`config.mk`:
```
export PLATFORM = sky130hd
export DESIGN_NAME = apb_master_bridge
export DESIGN_NICKNAME = d
export VERILOG_FILES = /design/src/rtl/apb_pkg.sv /design/src/rtl/apb_addr_decoder.sv /design/src/rtl/apb_master_bridge.sv
export SDC_FILE = /design/constraint.sdc
export NUM_CORES = 1
export LEC_CHECK = 0
export CAP_MARGIN = 20
export CELL_PAD_IN_SITES_DETAIL_PLACEMENT = 0
export CELL_PAD_IN_SITES_GLOBAL_PLACEMENT = 1
export CORE_MARGIN = 4
export CORE_UTILIZATION = 26
export CTS_CLUSTER_SIZE = 16
export DETAILED_ROUTE_END_ITERATION = 7
export PLACE_DENSITY_LB_ADDON = 0.1
export SLEW_MARGIN = 10
export SYNTH_ARGS = -nofsm -noshare
export SYNTH_HDL_FRONTEND = slang
export SYNTH_SLANG_ARGS = --single-unit
```
`constraint.sdc`:
```
create_clock -name PCLK -period 2.09 [get_ports PCLK]
set_clock_uncertainty 0.1 [all_clocks]
set_input_delay 0.209 -clock PCLK [delete_from_list [all_inputs] [get_ports PCLK]]
set_output_delay 0.209 -clock PCLK [all_outputs]
set_load 0.01 [all_outputs]
```
`src/rtl/apb_pkg.sv`:
```
// rtl/apb_pkg.sv - shared types and constants for the APB master bridge
package apb_pkg;

    localparam int          NUM_SLAVES        = 4;
    localparam int          SLV_IDX_W         = 2;
    localparam logic [31:0] DEFAULT_BASE_ADDR = 32'h1000_0000;

    typedef enum logic [1:0] {
        ST_IDLE   = 2'd0,
        ST_SETUP  = 2'd1,
        ST_ACCESS = 2'd2,
        ST_RESP   = 2'd3
    } apb_state_e;

    typedef struct packed {
        logic                 mapped;
        logic [SLV_IDX_W-1:0] idx;
    } apb_decode_t;

endpackage

```
`src/rtl/apb_addr_decoder.sv`:
```
// rtl/apb_addr_decoder.sv - maps a request address onto one of the four peripheral selects
import apb_pkg::*;

module apb_addr_decoder #(
    parameter logic [31:0] BASE_ADDR = DEFAULT_BASE_ADDR
) (
    // Only address bits [31:12] take part in the decode.
    input  logic [19:0] addr_hi,
    output apb_decode_t dec
);

    // Window match on the upper half-word; the 16 KB window holds four 4 KB slaves,
    // anything in the upper three quarters of the 64 KB block is unmapped.
    always_comb begin
        dec.mapped = (addr_hi[19:4] == BASE_ADDR[31:16]) && (addr_hi[3:2] == 2'b00);
        dec.idx    = addr_hi[1:0];
    end

endmodule

```
`src/rtl/apb_master_bridge.sv`:
```
// rtl/apb_master_bridge.sv - single-word request to APB3 initiator with four slave selects
import apb_pkg::*;

module apb_master_bridge #(
    parameter logic [31:0] BASE_ADDR = DEFAULT_BASE_ADDR,
    parameter int          TIMEOUT   = 16
) (
    input  logic        PCLK,
    input  logic        PRESET,
    input  logic        req,
    input  logic        we,
    input  logic [31:0] addr,
    input  logic [31:0] wdata,
    output logic [31:0] rdata,
    output logic        ready,
    output logic        err,
    output logic [31:0] PADDR,
    output logic [31:0] PWDATA,
    output logic        PWRITE,
    output logic        PENABLE,
    output logic        PSEL0,
    output logic        PSEL1,
    output logic        PSEL2,
    output logic        PSEL3,
    input  logic [31:0] PRDATA0,
    input  logic [31:0] PRDATA1,
    input  logic [31:0] PRDATA2,
    input  logic [31:0] PRDATA3,
    input  logic        PREADY0,
    input  logic        PREADY1,
    input  logic        PREADY2,
    input  logic        PREADY3
);

    localparam int             CNT_W    = (TIMEOUT > 2) ? $clog2(TIMEOUT) : 1;
    localparam logic [CNT_W-1:0] CNT_LAST = CNT_W'(TIMEOUT - 1);

    apb_state_e           r_state;
    logic [31:0]          r_paddr;
    logic [31:0]          r_pwdata;
    logic                 r_pwrite;
    logic [SLV_IDX_W-1:0] r_idx;
    logic [CNT_W-1:0]     r_cnt;
    logic [31:0]          r_rdata;
    logic                 r_err;

    apb_decode_t          w_dec;
    logic [31:0]          w_prdata;
    logic                 w_pready;
    logic [NUM_SLAVES-1:0] w_psel;

    apb_addr_decoder #(
        .BASE_ADDR (BASE_ADDR)
    ) u_dec (
        .addr_hi (addr[31:12]),
        .dec     (w_dec)
    );

    // Pick the response of the latched slave; other slaves' PREADY/PRDATA never matter.
    always_comb begin
        case (r_idx)
            2'd0:    begin w_prdata = PRDATA0; w_pready = PREADY0; end
            2'd1:    begin w_prdata = PRDATA1; w_pready = PREADY1; end
            2'd2:    begin w_prdata = PRDATA2; w_pready = PREADY2; end
            default: begin w_prdata = PRDATA3; w_pready = PREADY3; end
        endcase
    end

    // Select lines are decoded from registered state only, so no PREADY-to-output path exists.
    always_comb begin
        w_psel = '0;
        if ((r_state == ST_SETUP) || (r_state == ST_ACCESS)) begin
            w_psel[r_idx] = 1'b1;
        end
    end

    // Transfer sequencer: latch request, run SETUP/ACCESS, bounded wait, one-cycle response.
    always_ff @(posedge PCLK) begin
        if (PRESET) begin
            r_state  <= ST_IDLE;
            r_paddr  <= '0;
            r_pwdata <= '0;
            r_pwrite <= 1'b0;
            r_idx    <= '0;
            r_cnt    <= '0;
            r_rdata  <= '0;
            r_err    <= 1'b0;
        end else begin
            case (r_state)
                ST_IDLE: begin
                    if (req) begin
                        r_paddr  <= addr;
                        r_pwdata <= wdata;
                        r_pwrite <= we;
                        r_idx    <= w_dec.idx;
                        if (w_dec.mapped) begin
                            r_state <= ST_SETUP;
                        end else begin
                            // Unmapped: answer straight away, no select is ever raised.
                            r_err   <= 1'b1;
                            r_rdata <= '0;
                            r_state <= ST_RESP;
                        end
                    end
                end
                ST_SETUP: begin
                    r_cnt   <= '0;
                    r_state <= ST_ACCESS;
                end
                ST_ACCESS: begin
                    // A PREADY on the last allowed cycle is checked first, so it wins over the abort.
                    if (w_pready) begin
                        if (!r_pwrite) begin
                            r_rdata <= w_prdata;
                        end
                        r_err   <= 1'b0;
                        r_state <= ST_RESP;
                    end else if (r_cnt == CNT_LAST) begin
                        r_err   <= 1'b1;
                        r_rdata <= '0;
                        r_state <= ST_RESP;
                    end else begin
                        r_cnt <= r_cnt + 1'b1;
                    end
                end
                ST_RESP: begin
                    r_state <= ST_IDLE;
                end
                default: begin
                    r_state <= ST_IDLE;
                end
            endcase
        end
    end

    assign PADDR   = r_paddr;
    assign PWDATA  = r_pwdata;
    assign PWRITE  = r_pwrite;
    assign PENABLE = (r_state == ST_ACCESS);
    assign PSEL0   = w_psel[0];
    assign PSEL1   = w_psel[1];
    assign PSEL2   = w_psel[2];
    assign PSEL3   = w_psel[3];
    assign ready   = (r_state == ST_RESP);
    assign rdata   = r_rdata;
    assign err     = r_err;

endmodule

```
Word level (Yosys, flattened, before mapping)
Index checks and enable logic that the tools add are counted.
Widths: inputs -> output; s select.
- multiplexer cells: 24
- equality and inequality tests: 13
- $add $sub $neg: 1
- order comparisons: 2
- reductions and logical operators: 13
- operators with widths (kind ; count):
    $mux 32 ; 5
    $pmux 32 s3 ; 1
    $pmux 32 s2 ; 1
    $eq 16x13->1 const B ; 1
    $mux 4 ; 3
    $mux 2 ; 4
    $ne 2x2->1 const B ; 4
    $pmux 2 s4 ; 1
    $pmux 4 s2 ; 1
    $eq 2x2->1 const B ; 3
    $logic_not 2->1 ; 3
    $mux 1 ; 5
    $reduce_and 5->1 ; 1
    $add 4x1->4 const B ; 1
    $eq 2x1->1 const B ; 2
    $eq 4x4->1 const B ; 1
    $reduce_and 2->1 ; 2
    $reduce_and 4->1 ; 1
    $reduce_bool 2->1 ; 2
    $lt 2x3->1 const B ; 1
    $ne 3x1->1 const B ; 1
    $ne 3x3->1 const B ; 1
    $pmux 1 s3 ; 1
    $reduce_and 3->1 ; 1
    5 further kinds ; 6
- word-level logic and storage cells: 61
- input bits: 200
- bits in registers: 106
- output and inout port bits: 104

Longest topological paths before layout
Gate-level depths: netlist of run 1.
- word-level depth: 5
- depth in mapped cells: 9

Modules after synthesis
From an unflattened synthesis of run 1, not the netlist that was laid out.
- cells, all modules: 546
- area total of the unflattened synthesis: 5086.1 µm²
- modules (own cells, without submodules) (module ; area each (µm²) ; sequential area each (µm²) ; cells an instance ; instances):
    apb_master_bridge ; 5028.6 ; 2122.0 ; 537 ; 1
    apb_addr_decoder ; 57.6 ; 0.0 ; 9 ; 1

Least setup slack after synthesis of run 1
No wires, ideal clock.
- path kind: flip-flop to flip-flop
- from: register PADDR[12] (netlist name)
- to: register r_rdata[27] (netlist: rdata[27])
- buffers on the path: 1
- period minus slack after synthesis: 1.941 ns
- stages on the path, launching flop included: 7
- arrival: 1.709 ns
- slack: 0.149 ns
- setup time: 0.132 ns
- required time: 1.858 ns
- path through: dfxtp_1 mux4_2 and2_4 o21a_4 buf_4 o21ai_0 a21oi_1
- RTL lines (element ; RTL line ; source):
    to (signal assigned) ; apb_master_bridge.sv:114 ; r_rdata <= w_prdata;
    to (decl) ; apb_master_bridge.sv:44 ; logic [31:0] r_rdata;

==> out/results.ini, run 1 <==
[sta]
relSlewSlack_pct = 69.3
slew_viol_final = 0
worst_slew_pin_slew_ns = 0.461
setup_viol = 0
layout_min_cycle_time_ns = 2.01
fin_setup_tns_ns = 0
rsz0062_at_grt = false
min_period_over_period_pct = 96.2
holdWs_ns = 0.159
hold_violations = 0
fmax_mhz = 497

[critical_path]
reg2reg_setup_slack_ns = 0.08
criticalPathCategory = reg2reg
cp_max_fo = 16
setup.worst_path.end_class = flip-flop
arrival_ns = 2.19
critPathRequiredTime_ns = 2.27
crit_slowest_cell = mux4_2
start_kind = flip-flop
cpPeakStageDelay_ns = 0.58
path_cells = mux4_2 -> a31oi_4 -> buf_4 -> o21a_4 -> o21ai_0 -> a21oi_1

[final_layout]
final_cell_area_mm2 = 0.00855
fillers = 1709
drive_above_1_share_pct = 11.0
seq_area_mm2 = 0.00208
final_nets = 1036
diodes = 0
multi_input_area_mm2 = 0.00254
area_growth_pct = 78.0

[route]
ant_nets = 0
drt-vias-per-instance = 4.83
wl_per_cell_um = 17.7
drt_pre_antenna_iters = 4
drt_iter0_markers = 163
vias = 5149
drc = 0
routed_wl_um = 18800

[grt]
grt_pass1_wl_um = 28200
grt_pass1_vias = 5292
grt.total_usage_pct = 17.3
overflow = 0
grt_max_degree = 46
antenna_found_initial = 1

[synth]
syn_nets = 747
synthesis.area_mm2 = 0.00480
avgSynthCellArea_um2 = 8.86
synthTopCellsByCount = nand2_1 (136), dfxtp_1 (104), a21oi_1 (100), clkbuf_1 (37), mux4_2 (33)
synth_edf_count = 0
yosysTopAreaCellShare_pct = 43.3
synth.most_common_cell = nand2_1
ys_top_cells_by_area = dfxtp_1 (43%), mux4_2 (15%), nand2_1 (11%), a21oi_1 (10%), nand4_1 (4.2%)
synth_top_cell_by_area = dfxtp_1
synth_cell_types = 39
async_flop_share_pct = 0
synth_ff_type = dfxtp_1
seq_area_frac_synth_pct = 43.3
synth-seq-cells = 104
yosys_warnings = 0
netlist_instances = 542

[clock_tree]
clkTransAtPathRegs_ns = 0.07
htree_levels = 3
cts_tree = done
cts.path.max_buffers = 2
cts.sinks = 104
cts_root_buf = clkbuf_16
numCtsBuffers = 9
clk_latency_ns = 0.34

[flow_run]
maxCapViolations = 0

[power_and_ir_drop]
ir_drop_v = 0.000492
power.density_mw_per_mm2 = 883
power_mw = 7.55
total_leakage_power_nw = 2.93

[hold_path]
min_path_type = in2reg

[floorplan]
rows = 49
die-width_um = 144
coreArea_mm2 = 0.0181
die_area_mm2 = 0.0207
initial_core_util_pct = 26.6
pin_count = 304
dieHeight_um = 144

[place]
port_buffers = 303
gp_congestion = 0.794
dp.final_hpwl_um = 14400
postPlaceCellArea_mm2 = 0.00818

[run_status]
status = completed

==> metrics by stage <==
step	std cells	util, %	setup WS, ns
floorplan	542	-	0.149
global placement	1047	45.3	-0.330
detailed placement	1047	45.3	-0.358
CTS	1063	47.0	0.0269
global route	1065	47.3	0.00361
finish	1065	47.3	0.0787
==> repair_timing <==
action,4_1_cts,5_1_grt
hold endpoints to repair,0,0
hold buffers,0,0
setup buffers,0,1
pin swaps,0,1
endpoints found under the setup margin,5,11
resized for setup,7,6
cloned,0,1
==> cells in the final DEF, fill, tap and decap left out, drive strengths merged <==
master	netlist	final
nor2	10	10
o21a	2	3
nand4b	1	1
nor3	1	1
a2111oi	1	1
o22a	1	1
bufinv	0	1
mux2i	1	1
dfxtp	104	104
nor4b	1	1
o22ai	2	2
clkinvlp	0	1
ha	5	5
a31oi	3	3
mux4	33	33
dlygate4sd2	0	4
nor4	3	3
nand4	32	32
o21ai	35	35
a22oi	1	1
nand2	136	136
clkbuf	37	11
a211oi	1	1
nor3b	1	1
clkinv	0	2
clkdlybuf4s50	0	298
or3	1	1
inv	5	6
and3	2	2
and2	3	3
a21oi	100	100
a21o	1	1
buf	15	27
a22o	1	1
nand3	3	3
==> cells by family (layout without fill, tap and decap cells) <==
logic type / after synthesis / after routing / share of synthesized area (%)
AND/OR/NAND/NOR: 194 / 194 / 17.9
AO/OA/AOI/OAI: 148 / 149 / 16.7
flip-flops: 104 / 104 / 43.3
buffers and inverters: 57 / 350 / 5.05
multiplexers: 34 / 34 / 15.7
adder cells (fa/ha/maj): 5 / 5 / 1.30
==> path summary, 6_finish.rpt <==
kind         cells after the start                   start                     end
max reg2reg                      6  PADDR[12]$_SDFFE_PP0P_  rdata[21]$_SDFFE_PP0P_
max                              6  PADDR[12]$_SDFFE_PP0P_  rdata[21]$_SDFFE_PP0P_
min                              2                  PRESET   r_cnt[0]$_SDFFE_PP0P_
min reg2reg                      2   PADDR[3]$_SDFFE_PP0P_   PADDR[3]$_SDFFE_PP0P_
==> per-layer routing <==
layer,global-route usage (%),share of wire [%],vias to the layer above
met5,0,0.069,-
met4,5.15,2.0,2
met3,5.56,7.4,29
met2,30.3,52,177
met1,20.1,39,2428
li1,-,-,2513
==> layout make-up <==
| class | instances | area share, % |
|---|---|---|
| Multi-Input combinational cell | 382 | 29.8 |
| Sequential cell | 104 | 24.4 |
| Timing Repair Buffer | 329 | 38.7 |
| Tap cell | 229 | 3.35 |
| Clock buffer | 11 | 2.84 |
| Clock inverter | 5 | 0.746 |
| Inverter | 5 | 0.220 |
==> registers in the layout, summed over array words and instances, names as in the netlist <==
register  count
PWDATA       32
PADDR        32
rdata        32
r_state       2
err           1
PWRITE        1
r_cnt         4
==> critical path: cells and delay by family (launching register included) <==
kind            cells  cell delay, ns
compound gates      4            0.73
mux                 1            0.58
flops               1            0.38
buf+inv             1            0.15
==> power by group <==
part / total (mW) / switching (mW) / internal [mW] / leakage [nW]
combinational: 3.39 / 1.71 / 1.69 / 1.94
sequential: 2.41 / 0.147 / 2.27 / 0.848
clock: 1.74 / 0.769 / 0.971 / 0.146
Power figures use the tool's default switching activity.
==> run 2: changes to the inputs <==
--- a/config.mk
+++ b/config.mk
@@ -5,7 +5,6 @@
 export SDC_FILE = /design/constraint.sdc
 export NUM_CORES = 1
 export LEC_CHECK = 0
-export CAP_MARGIN = 20
 export CELL_PAD_IN_SITES_DETAIL_PLACEMENT = 0
 export CELL_PAD_IN_SITES_GLOBAL_PLACEMENT = 1
 export CORE_MARGIN = 4
==> results of run 2 <==
Final layout, timing and power as in run 1 (identical DEF).
==> run 3: changes to the inputs <==
--- a/config.mk
+++ b/config.mk
@@ -9,6 +9,7 @@
 export CELL_PAD_IN_SITES_GLOBAL_PLACEMENT = 1
 export CORE_MARGIN = 4
 export CORE_UTILIZATION = 26
+export CTS_CLUSTER_DIAMETER = 80
 export CTS_CLUSTER_SIZE = 16
 export DETAILED_ROUTE_END_ITERATION = 7
 export PLACE_DENSITY_LB_ADDON = 0.1
==> results of run 3 <==
Final layout, timing and power as in run 1 (identical DEF).
